<file path="src/rtl/multi_cycle_control_pkg.sv">
// Shared state, opcode and control-field encodings for the multi-cycle controller.
// Optional JUMP support is selected with MULTICYCLE_JUMP_EN.
package multi_cycle_control_pkg;

  typedef enum logic [3:0] {
    ST_FETCH  = 4'd0,
    ST_DECODE = 4'd1,
    ST_MEMADR = 4'd2,
    ST_MEMRD  = 4'd3,
    ST_MEMWB  = 4'd4,
    ST_MEMWR  = 4'd5,
    ST_EXEC   = 4'd6,
    ST_RWB    = 4'd7,
    ST_BRANCH = 4'd8,
    ST_JUMP   = 4'd9
  } state_e;

  localparam logic [5:0] OP_RTYPE = 6'b000000;
  localparam logic [5:0] OP_LW    = 6'b100011;
  localparam logic [5:0] OP_SW    = 6'b101011;
  localparam logic [5:0] OP_BEQ   = 6'b000100;
  localparam logic [5:0] OP_J     = 6'b000010;

  localparam logic [1:0] ALUOP_ADD   = 2'b00;
  localparam logic [1:0] ALUOP_SUB   = 2'b01;
  localparam logic [1:0] ALUOP_FUNCT = 2'b10;

  localparam logic [1:0] SRCB_REG      = 2'b00;
  localparam logic [1:0] SRCB_FOUR     = 2'b01;
  localparam logic [1:0] SRCB_IMM      = 2'b10;
  localparam logic [1:0] SRCB_IMMSHIFT = 2'b11;

  localparam logic [1:0] PCSRC_ALU    = 2'b00;
  localparam logic [1:0] PCSRC_ALUOUT = 2'b01;
  localparam logic [1:0] PCSRC_JUMP   = 2'b10;

  typedef struct packed {
    logic       pcWrite;
    logic       pcWriteCond;
    logic       iorD;
    logic       memRead;
    logic       memWrite;
    logic       irWrite;
    logic       memtoReg;
    logic       regWrite;
    logic       regDst;
    logic       aluSrcA;
    logic [1:0] aluSrcB;
    logic [1:0] aluOp;
    logic [1:0] pcSource;
  } ctrl_t;

  function automatic logic isSupported(input logic [5:0] op);
    case (op)
      OP_RTYPE, OP_LW, OP_SW, OP_BEQ: return 1'b1;
`ifdef MULTICYCLE_JUMP_EN
      OP_J: return 1'b1;
`endif
      default: return 1'b0;
    endcase
  endfunction

endpackage

</file>
<file path="src/rtl/mcc_state_decode.sv">
// Purely combinational State -> datapath control decode.
// JUMP controls exist only when MULTICYCLE_JUMP_EN is defined.
module mcc_state_decode
  import multi_cycle_control_pkg::*;
(
  input  state_e state_i,
  input  logic   memReady_i,
  output ctrl_t  ctrl_o
);

  always_comb begin
    ctrl_o = '0;
    case (state_i)
      ST_FETCH: begin
        ctrl_o.memRead  = 1'b1;
        ctrl_o.aluSrcB  = SRCB_FOUR;
        ctrl_o.aluOp    = ALUOP_ADD;
        ctrl_o.pcSource = PCSRC_ALU;
        ctrl_o.irWrite  = memReady_i;
        ctrl_o.pcWrite  = memReady_i;
      end
      ST_DECODE: begin
        ctrl_o.aluSrcB = SRCB_IMMSHIFT;
        ctrl_o.aluOp   = ALUOP_ADD;
      end
      ST_MEMADR: begin
        ctrl_o.aluSrcA = 1'b1;
        ctrl_o.aluSrcB = SRCB_IMM;
        ctrl_o.aluOp   = ALUOP_ADD;
      end
      ST_MEMRD: begin
        ctrl_o.memRead = 1'b1;
        ctrl_o.iorD    = 1'b1;
      end
      ST_MEMWB: begin
        ctrl_o.regWrite = 1'b1;
        ctrl_o.memtoReg = 1'b1;
      end
      ST_MEMWR: begin
        ctrl_o.memWrite = 1'b1;
        ctrl_o.iorD     = 1'b1;
      end
      ST_EXEC: begin
        ctrl_o.aluSrcA = 1'b1;
        ctrl_o.aluSrcB = SRCB_REG;
        ctrl_o.aluOp   = ALUOP_FUNCT;
      end
      ST_RWB: begin
        ctrl_o.regWrite = 1'b1;
        ctrl_o.regDst   = 1'b1;
      end
      ST_BRANCH: begin
        ctrl_o.aluSrcA     = 1'b1;
        ctrl_o.aluSrcB     = SRCB_REG;
        ctrl_o.aluOp       = ALUOP_SUB;
        ctrl_o.pcWriteCond = 1'b1;
        ctrl_o.pcSource    = PCSRC_ALUOUT;
      end
`ifdef MULTICYCLE_JUMP_EN
      ST_JUMP: begin
        ctrl_o.pcWrite  = 1'b1;
        ctrl_o.pcSource = PCSRC_JUMP;
      end
`endif
      default: ctrl_o = '0;
    endcase
  end

endmodule

</file>
<file path="src/rtl/multi_cycle_control.sv">
// Multi-cycle MIPS-style control FSM with retired-instruction counter.
// Define MULTICYCLE_JUMP_EN to support the j instruction (otherwise it is illegal).
module multi_cycle_control
  import multi_cycle_control_pkg::*;
(
  input  logic        clock,
  input  logic        reset,
  input  logic [5:0]  Opcode,
  input  logic        MemReady,
  output logic        PCWrite,
  output logic        PCWriteCond,
  output logic        IorD,
  output logic        MemRead,
  output logic        MemWrite,
  output logic        IRWrite,
  output logic        MemtoReg,
  output logic        RegWrite,
  output logic        RegDst,
  output logic        ALUSrcA,
  output logic [1:0]  ALUSrcB,
  output logic [1:0]  ALUOp,
  output logic [1:0]  PCSource,
  output logic [3:0]  State,
  output logic        Illegal,
  output logic [31:0] InstCount
);

  state_e      state_q, state_d;
  logic [31:0] instCount_q, instCount_d;
  logic        retire;
  ctrl_t       decoded, ctrl;
  logic        illegal;

  always_ff @(posedge clock or posedge reset) begin
    if (reset) state_q <= ST_FETCH;
    else       state_q <= state_d;
  end

  always_comb begin
    state_d = ST_FETCH;
    case (state_q)
      ST_FETCH:  state_d = MemReady ? ST_DECODE : ST_FETCH;
      ST_DECODE: begin
        case (Opcode)
          OP_LW, OP_SW: state_d = ST_MEMADR;
          OP_RTYPE:     state_d = ST_EXEC;
          OP_BEQ:       state_d = ST_BRANCH;
`ifdef MULTICYCLE_JUMP_EN
          OP_J:         state_d = ST_JUMP;
`endif
          default:      state_d = ST_FETCH;
        endcase
      end
      ST_MEMADR: state_d = (Opcode == OP_SW) ? ST_MEMWR : ST_MEMRD;
      ST_MEMRD:  state_d = MemReady ? ST_MEMWB : ST_MEMRD;
      ST_MEMWR:  state_d = MemReady ? ST_FETCH : ST_MEMWR;
      ST_EXEC:   state_d = ST_RWB;
      default:   state_d = ST_FETCH;
    endcase
  end

  // An instruction retires on the edge that leaves its final state.
  always_comb begin
    retire = 1'b0;
    case (state_q)
      ST_MEMWB, ST_RWB, ST_BRANCH: retire = 1'b1;
`ifdef MULTICYCLE_JUMP_EN
      ST_JUMP:                     retire = 1'b1;
`endif
      ST_MEMWR:                    retire = MemReady;
      default:                     retire = 1'b0;
    endcase
    instCount_d = retire ? instCount_q + 32'd1 : instCount_q;
  end

  always_ff @(posedge clock or posedge reset) begin
    if (reset) instCount_q <= '0;
    else       instCount_q <= instCount_d;
  end

  mcc_state_decode uDecode (
    .state_i    (state_q),
    .memReady_i (MemReady),
    .ctrl_o     (decoded)
  );

  // Reset gates every strobe combinationally so an aborted access cannot leak.
  always_comb begin
    ctrl    = decoded;
    illegal = (state_q == ST_DECODE) && !isSupported(Opcode);
    if (reset) begin
      ctrl    = '0;
      illegal = 1'b0;
    end
  end

  assign PCWrite     = ctrl.pcWrite;
  assign PCWriteCond = ctrl.pcWriteCond;
  assign IorD        = ctrl.iorD;
  assign MemRead     = ctrl.memRead;
  assign MemWrite    = ctrl.memWrite;
  assign IRWrite     = ctrl.irWrite;
  assign MemtoReg    = ctrl.memtoReg;
  assign RegWrite    = ctrl.regWrite;
  assign RegDst      = ctrl.regDst;
  assign ALUSrcA     = ctrl.aluSrcA;
  assign ALUSrcB     = ctrl.aluSrcB;
  assign ALUOp       = ctrl.aluOp;
  assign PCSource    = ctrl.pcSource;
  assign Illegal     = illegal;
  assign State       = state_q;
  assign InstCount   = instCount_q;

endmodule

</file>
<file path="config.mk">
export PLATFORM = sky130hd
export DESIGN_NAME = multi_cycle_control
export DESIGN_NICKNAME = d
export VERILOG_FILES = /design/src/rtl/multi_cycle_control_pkg.sv /design/src/rtl/mcc_state_decode.sv /design/src/rtl/multi_cycle_control.sv
export SDC_FILE = /design/constraint.sdc
export NUM_CORES = 1
export LEC_CHECK = 0
export ABC_AREA = 1
export CAP_MARGIN = 20
export CORE_AREA = 2 2 56 97
export CTS_CLUSTER_SIZE = 8
export DETAILED_ROUTE_END_ITERATION = 7
export DIE_AREA = 0 0 58 99
export GPL_TIMING_DRIVEN = 1
export PLACE_DENSITY = 0.88
export SLEW_MARGIN = 5
export SYNTH_ARGS = -nofsm -noshare
export SYNTH_HDL_FRONTEND = slang
export SYNTH_HIERARCHICAL = 1
export SYNTH_SLANG_ARGS = --single-unit
export TNS_END_PERCENT = 5
</file>
<file path="constraint.sdc">
create_clock -name clock -period 4.2 [get_ports clock]
set_input_delay 0.84 -clock clock [delete_from_list [all_inputs] [get_ports clock]]
set_output_delay 0.84 -clock clock [all_outputs]
set_load 0.01 [all_outputs]
</file>
After elaboration in Yosys (flattened, before gate mapping):

Index checks and enable logic that the tools add are counted.

* $add $sub $neg: 1
* multipliers: 0
* divide/modulo/power cells: 0
* magnitude comparators: 0
* equal/unequal tests: 11
* shift-type cells: 0
* muxes and demuxes: 21
* bitwise logic cells: 0
* reduce and logical (&&, ||, !) cells: 11

Operator list (number)
* $add 32x1->32 const B: 1
* $pmux 4 s6: 1
* $pmux 4 s5: 1
* $eq 4x3->1 const B: 4
* $mux 16: 1
* $mux 1: 13
* $eq 6x6->1 const B: 2
* $pmux 4 s3: 1
* $mux 3: 3
* $eq 4x2->1 const B: 2
* $reduce_or 2->1: 4
* $eq 6x3->1 const B: 1
* $logic_not 6->1: 1
* $reduce_or 3->1: 2
* $eq 4x1->1 const B: 1
* $eq 4x4->1 const B: 1
* $logic_not 4->1: 1
* $reduce_or 4->1: 1
* $pmux 1 s2: 1
* $logic_and 1x1->1: 1
* $logic_not 1->1: 1

* register bits: 36
* bits in latches: 0
* RAM bits: 0
* bits in read-only memories: 0
* bits of input ports: 9
* output and inout bits: 53
* word-level logic and storage cells: 46
* memories kept: 0

Longest topological paths before layout:

* depth in word-level cells: 6
* mapped depth: 8
* depth with buffers taken out: 8

By module:

Netlist, hierarchy kept.

By module, submodules not included
* multi_cycle_control: instances 1, cells an instance 321, area each 2219.6 µm², seq. area each 900.9 µm²
* mcc_state_decode: instances 1, cells an instance 42, area each 173.9 µm², seq. area each 0.0 µm²

Worst setup path after synthesis:

OpenSTA, ideal clock, no wires.

* kind: in2out
* start point: in reset
* end point: out Illegal
* arrival: 2137 ps
* data required time: 3360 ps
* slack: 1223 ps
* cell stages on the path: 4
* buffers on the path: 1
* cells stage by stage: clkbuf_1 inv_1 nand3_1 nor2_1

* longest elaborated chain between the ends: 1

RTL lines
* start: declaration: line multi_cycle_control.sv:7 `input logic reset,`
* $mux 1: line multi_cycle_control.sv:91 `if (reset) begin`
* end: declaration: line multi_cycle_control.sv:24 `output logic Illegal,`

No other way between the ends.

Final worst setup path:

Ends and elaborated chain as after synthesis.

==> flow_summary.yaml <==
worst_setup_path:
  endpoint_kind: "output pin"
  crit_required_ps: 3360
  worstReg2RegStart: "State[1]$_DFF_PP0_"
  critPathArrivalTime_ps: 2410
  rrSetupSlack_ps: 2420
  path_class: "in2out"
  r2r_end: "InstCount[11]$_DFFE_PP0P_"
  critPathMaxFanout: 17
  critPathLaunchType: "input pin"
  ff2ff_path_depth: 7
synthesis:
  syn_area_per_cell_sq_um: 6.59
  synth_cell_types: 26
  netlist_area_sq_um: 2390
  synth-seq-area-share_pct: 37.6
  synthCells: 363
  ys_ff_latch: 36
  syn_nets: 373
  ys_warn_count: 6
route:
  detail_route.wl_per_cell_um: 11.5
  vias: 2418
  ant_nets: 0
  routed_via_density: 5.06
  dr.pass1.iters: 4
  drt-total-wl_um: 5490
  drc: 0
  drt_iter0_markers: 73
pwr:
  sequentialPowerShare_pct: 41.0
  power.leakage_nw: 1.43
  p_switching_mw: 0.381
  clockPowerShare_pct: 25.4
  internal-power_mw: 0.670
  powerDensity_nw_per_um2: 338
  comb_power_share_pct: 33.7
  p_sw_share_pct: 36.2
  irDropWorstVdd_mv: 0.348
cts:
  numCtsBuffers: 5
  clock_latency_ps: 300
  cts_setup_buffers: 0
  clkTransAtPathRegs_ps: 70
  root_buffer: "clkbuf_8"
  clockBufferDepth: 2
  cts.hold.buffers_added: 0
  cts_resized: 0
  h-tree-depth: 2
  cts_tree: "built"
  cts_sinks: 36
sta:
  setup_viol: 0
  finClkSkew_ps: 8.57
  rsz0062_at_grt: "false"
  period_share_pct: 77.3
  relSlewSlack_pct: 66.2
  slew_viol_final: 0
  worst_slew_pin_slew_ps: 506
  finalHoldViolations: 0
  max_freq_ghz: 0.308
  fin_setup_tns_ps: 0
  fin_crit_ps: 3250
cells_and_area:
  regArea_sq_um: 901
  fin_nets: 433
  fin_cells: 478
  nFillCells: 450
  mostFrequentLayoutCells: "nand2_1, nor2_1, inv_1, clkdlybuf4s50_1, dfrtp_1"
  syn2layout_area_growth_pct: 29.8
  final_common_cell: "nand2_1"
  diodes: 0
  multi_input_area_sq_um: 1190
  drive_gt1_share_pct: 4.25
grt:
  grt_pass1_wl_um: 9120
  grt-ovfl-total: 0
  grt_max_degree: 38
  grt_usage_pct: 20.0
  antenna_found_initial: 0
  grt_pass1_vias: 2255
job:
  maxCapViolations: 0
placed_design:
  dp.cells: 470
  dpl.hpwl_um: 4190
  gp_congestion: 0.869
  io_buffers: 60
die:
  boundaryPins: 62
  rows: 34
  die_width_um: 58
  fp.dieH_um: 99
  fp.dieArea_sq_um: 5740
  core-area_sq_um: 4930
  start_util_pct: 48.5
min_path:
  whs_endpoint: "InstCount[5]$_DFFE_PP0P_"
  min_from: "InstCount[5]$_DFFE_PP0P_"
  hold_class: "reg2reg"
  hold_depth: 1
outcome:
  status: "completed"
==> worst max-delay path by stage <==
stage	from	to	cells past startpoint
2_1_floorplan	reset	Illegal	4
3_3_place_gp	reset	Illegal	5
3_5_place_dp	reset	Illegal	5
4_1_cts	reset	Illegal	5
5_1_grt	reset	Illegal	5
6_report	reset	Illegal	5
==> area by class of cell <==
| cell class | count | share of cell area [%] |
|---|---|---|
| clock buffers | 6 | 2.66 |
| well taps | 54 | 2.17 |
| multi-input cells | 255 | 38.4 |
| inverters | 64 | 7.73 |
| clock inverters | 2 | 0.483 |
| repair buffers | 61 | 19.6 |
| flip-flops and latches | 36 | 29.0 |
==> flip-flops by register name, indices dropped and copies added, names as in the netlist <==
signal	flops
State	4
InstCount	32
==> power groups by stage <==
stage                     Combinational, mW  Sequential (mW)  Clock (mW)
final                                 0.353            0.430       0.266
after global routing                  0.393            0.437       0.285
after detailed placement              0.353            0.438           0
after global placement                0.345            0.437           0
after CTS                             0.355            0.431       0.269
after floorplan                       0.211            0.441           0
==> metrics by stage <==
step                      setup WS [ps]  power (mW)  util, %  instance area (sq um)  hold WS [ps]
final                               954        1.05     63.0                   3110           521
after global routing                827        1.11     63.0                   3110           556
after CTS                           934        1.06     63.0                   3110           523
after detailed placement            939       0.791     61.0                   3010           511
after global placement              962       0.781     61.0                   3010           497
after floorplan                    1220       0.652        -                   2390           529
==> Yosys cell counts <==
cell      instances  share of area (%)
nor2_1           71                 11
ha_1              1               0.52
o21bai_1          1               0.31
o22ai_1           1               0.26
dfrtp_1          36                 38
nand3_1          23                4.8
and2_1            1               0.26
or2_2             1               0.26
a21oi_1           2               0.42
nor2_2            4                1.0
nor3_1            6                1.3
o21ai_0           5                1.0
inv_1            62                9.7
xor2_1            6                2.2
nand3_2           1               0.42
nand3_4           1               0.73
nand2_1          98                 15
nand4_1          17                4.4
inv_2             2               0.31
o21ai_1           1               0.21
buf_6             2               0.94
xnor2_1          11                4.0
conb_1            1               0.16
buf_4             4                1.3
clkbuf_1          2               0.31
nand3b_1          3               0.94
==> per-layer routing <==
layer,vias up,GRT usage (%),part of all wire (%)
met5,-,0,0
met4,0,10.0,3.0
met3,19,4.72,5.3
met2,62,35.8,54
met1,1108,21.1,38
li1,1229,-,-
==> worst max-delay path, stage by stage <==
cell and delay, ps:
clkdlybuf4s50_1 670, inv_1 180, nand3_1 90, nor2_1 90
clkdlybuf4s50_1 540
==> cells by family (layout without fill, tap and decap cells) <==
kind of cell / Yosys count / after routing / share of synthesized area (%)
compound gates: 10 / 10 / 2.25
other cells: 1 / 1 / 0.157
buf+inv: 72 / 133 / 12.5
xor+xnor: 17 / 17 / 6.22
fa+ha+maj: 1 / 1 / 0.523
flops: 36 / 36 / 37.6
simple gates: 226 / 226 / 40.7
(Power assumes the default switching activity.)
==> variant, RTL diff (config.mk and constraints unchanged) <==
Build with the macro `MULTICYCLE_JUMP_EN` defined.
--- a/src/rtl/multi_cycle_control_pkg.sv
+++ b/src/rtl/multi_cycle_control_pkg.sv
@@ -2,2 +2,4 @@
 // Optional JUMP support is selected with MULTICYCLE_JUMP_EN.
+`define MULTICYCLE_JUMP_EN
+
 package multi_cycle_control_pkg;
Function: changed (a bounded check fails within 4 cycles, from zero or initial values and one cycle with reset high).
==> variant against the original RTL <==
Die area did not move. Worst setup slack improved by 0.0023 ns. Routed wire length rose by 8.8%. Hold slack better by 0.0053 ns. Synthesized area increased by 4.8%. Power shrank 6.1%. Global-route usage increased by 2.1 points. Sequential cell count unchanged. Final area grew 4.4%. Critical path type unchanged.
==> variant: results (changes against the original RTL) <==
[status]
status = finished, final reports clean  ; unchanged

[synthesis]
synth_cell_types = 31  ; was 26
synth.area.top_cells = dfrtp_1 (36%), nand2_1 (13%), inv_1 (10%), nor2_1 (9.1%), nand3_1 (4.6%)  ; was dfrtp_1 (38%), nand2_1 (15%), nor2_1 (11%), inv_1 (9.7%), nand3_1 (4.8%)
synth-seq-area-share_pct = 35.9  ; was 37.6%
synth_cells = 364  ; was 363
synthesis.nets = 374  ; was 373
ys_top_cells_by_count = nand2_1 (88), inv_1 (68), nor2_1 (61)  ; was nand2_1 (98), nor2_1 (71), inv_1 (62)
ys_warn_count = 6  ; unchanged
synthFlopType = dfrtp_1  ; unchanged
async_flop_share_pct = 100  ; unchanged

[setup_path]
path_delay_family = buffers and inverters  ; unchanged
crit_fanout = 4  ; was 17
rr_worst_depth = 9  ; was 7
max_stage_delay_ns = 0.57  ; was 0.67 ns
r2r-start = State[1]  ; unchanged
arrival_ns = 2.40
reg2reg_to = InstCount[19]  ; was InstCount[11]

[global_routing]
grt_util_met3_pct = 5.38  ; was 4.72%
grt_pass1_vias = 2358  ; was 2255
met1_usage_pct = 21.2  ; was 21.1%
track_usage_pct = 22.1  ; was 20.0%
antenna_found_initial = 0  ; unchanged
gr-usage-met2_pct = 41.9  ; was 35.8%
grt_max_degree = 38  ; unchanged
grt_pass1_wl_mm = 10.0  ; was 9.12 mm

[timing]
holdWs_ns = 0.527  ; was 0.521 ns
finalClockSkew_ns = 0.00368  ; was 0.00857 ns
slew_headroom_pct = 63.9  ; was 66.2%

[clocking]
cts_max_level = 2  ; unchanged
cts_max_path_buffers = 2  ; unchanged
cts_root_buf = clkbuf_8  ; unchanged
cts_resized = 0  ; unchanged

[min_path]
hold_end = InstCount[29]  ; was InstCount[5]
min_path_cells = 2  ; was 1
hp-start = InstCount[29]  ; was InstCount[5]

[drt]
viasPerCell = 5.11  ; was 5.06
met1_length_mm = 2.18  ; was 2.08 mm
route.met3.wl_um = 354  ; was 292 µm
wl_met2_mm = 3.27  ; was 2.95 mm
drt_iter0_markers = 82  ; was 73
wl_mm = 5.97  ; was 5.49 mm
firstDrtPassIters = 5  ; was 4

[placement]
gp_congestion = 0.868  ; was 0.869
portBuffers = 61  ; was 60
post-dp-hpwl_mm = 4.60  ; was 4.19 mm
place_worst_setup_slack_ns = 0.980  ; was 0.939 ns
dpl_cell_area_um2 = 3150  ; was 3010 µm²
dp_cells = 474  ; was 470

[cells_and_area]
largest_register_ff_count = 32  ; unchanged
fin_nets = 437  ; was 433
stdcell_count = 481  ; was 478
antenna_cells = 0  ; unchanged
drive_above_1_share_pct = 8.43  ; was 4.25%

[power_and_ir_drop]
peakVddDrop_v = 0.000303  ; was 0.000348 V
power.share.switching_pct = 33.8  ; was 36.2%
p_leak_nw = 1.51  ; was 1.43 nW

[variant: cell count changes after synthesis, sizes merged, moves of 2 or more]
| cell | before | now |
|---|---|---|
| o211ai | 0 | 2 |
| buf | 6 | 4 |
| o21ai | 6 | 3 |
| nor2 | 75 | 73 |
| inv | 64 | 70 |
[variant: tightest hold or removal path, delay by kind of cell, from the launching register on]
kind	cells	cell delay [ns]
flip-flops	1	0.39
AND/OR/NAND/NOR	2	0.12
[variant: power groups by stage]
stage	Sequential [mW]	Clock [mW]	Combinational (mW)
floorplan	0.422	0	0.176
global placement	0.419	0	0.299
detailed placement	0.420	0	0.305
CTS	0.414	0.271	0.308
global route	0.419	0.285	0.336
finish	0.414	0.266	0.306
[variant: worst max path at each step]
| stage | from | end | slack (ns) | cells past startpoint |
|---|---|---|---|---|
| 6_report | Opcode[2] | Illegal | 0.96 | 6 |
| 5_1_grt | Opcode[5] | Illegal | 0.85 | 6 |
| 4_1_cts | Opcode[2] | Illegal | 0.96 | 6 |
| 3_5_place_dp | Opcode[2] | Illegal | 0.98 | 6 |
| 3_3_place_gp | reset | Illegal | 1.0 | 3 |
| 2_1_floorplan | reset | ALUSrcA | 1.87 | 3 |
[variant: logic make-up (layout without fill, tap and decap cells)]
group	count (synthesis)	in the layout	synth area share, %
AO/OA/AOI/OAI	10	10	2.69
XOR/XNOR	18	18	6.29
AND/OR/NAND/NOR	223	223	42.3
adder cells (fa/ha/maj)	1	1	0.499
flip-flops	36	36	35.9
buffers and inverters	76	139	12.3
[variant: cell type report]
type | instances | area (µm²)
Clock buffer | 7 | 96.3
Fill cell | 429 | 1690
Inverter | 70 | 263
Multi-Input combinational cell | 252 | 1300
Sequential cell | 36 | 901
Tap cell | 54 | 67.6
Timing Repair Buffer | 62 | 618
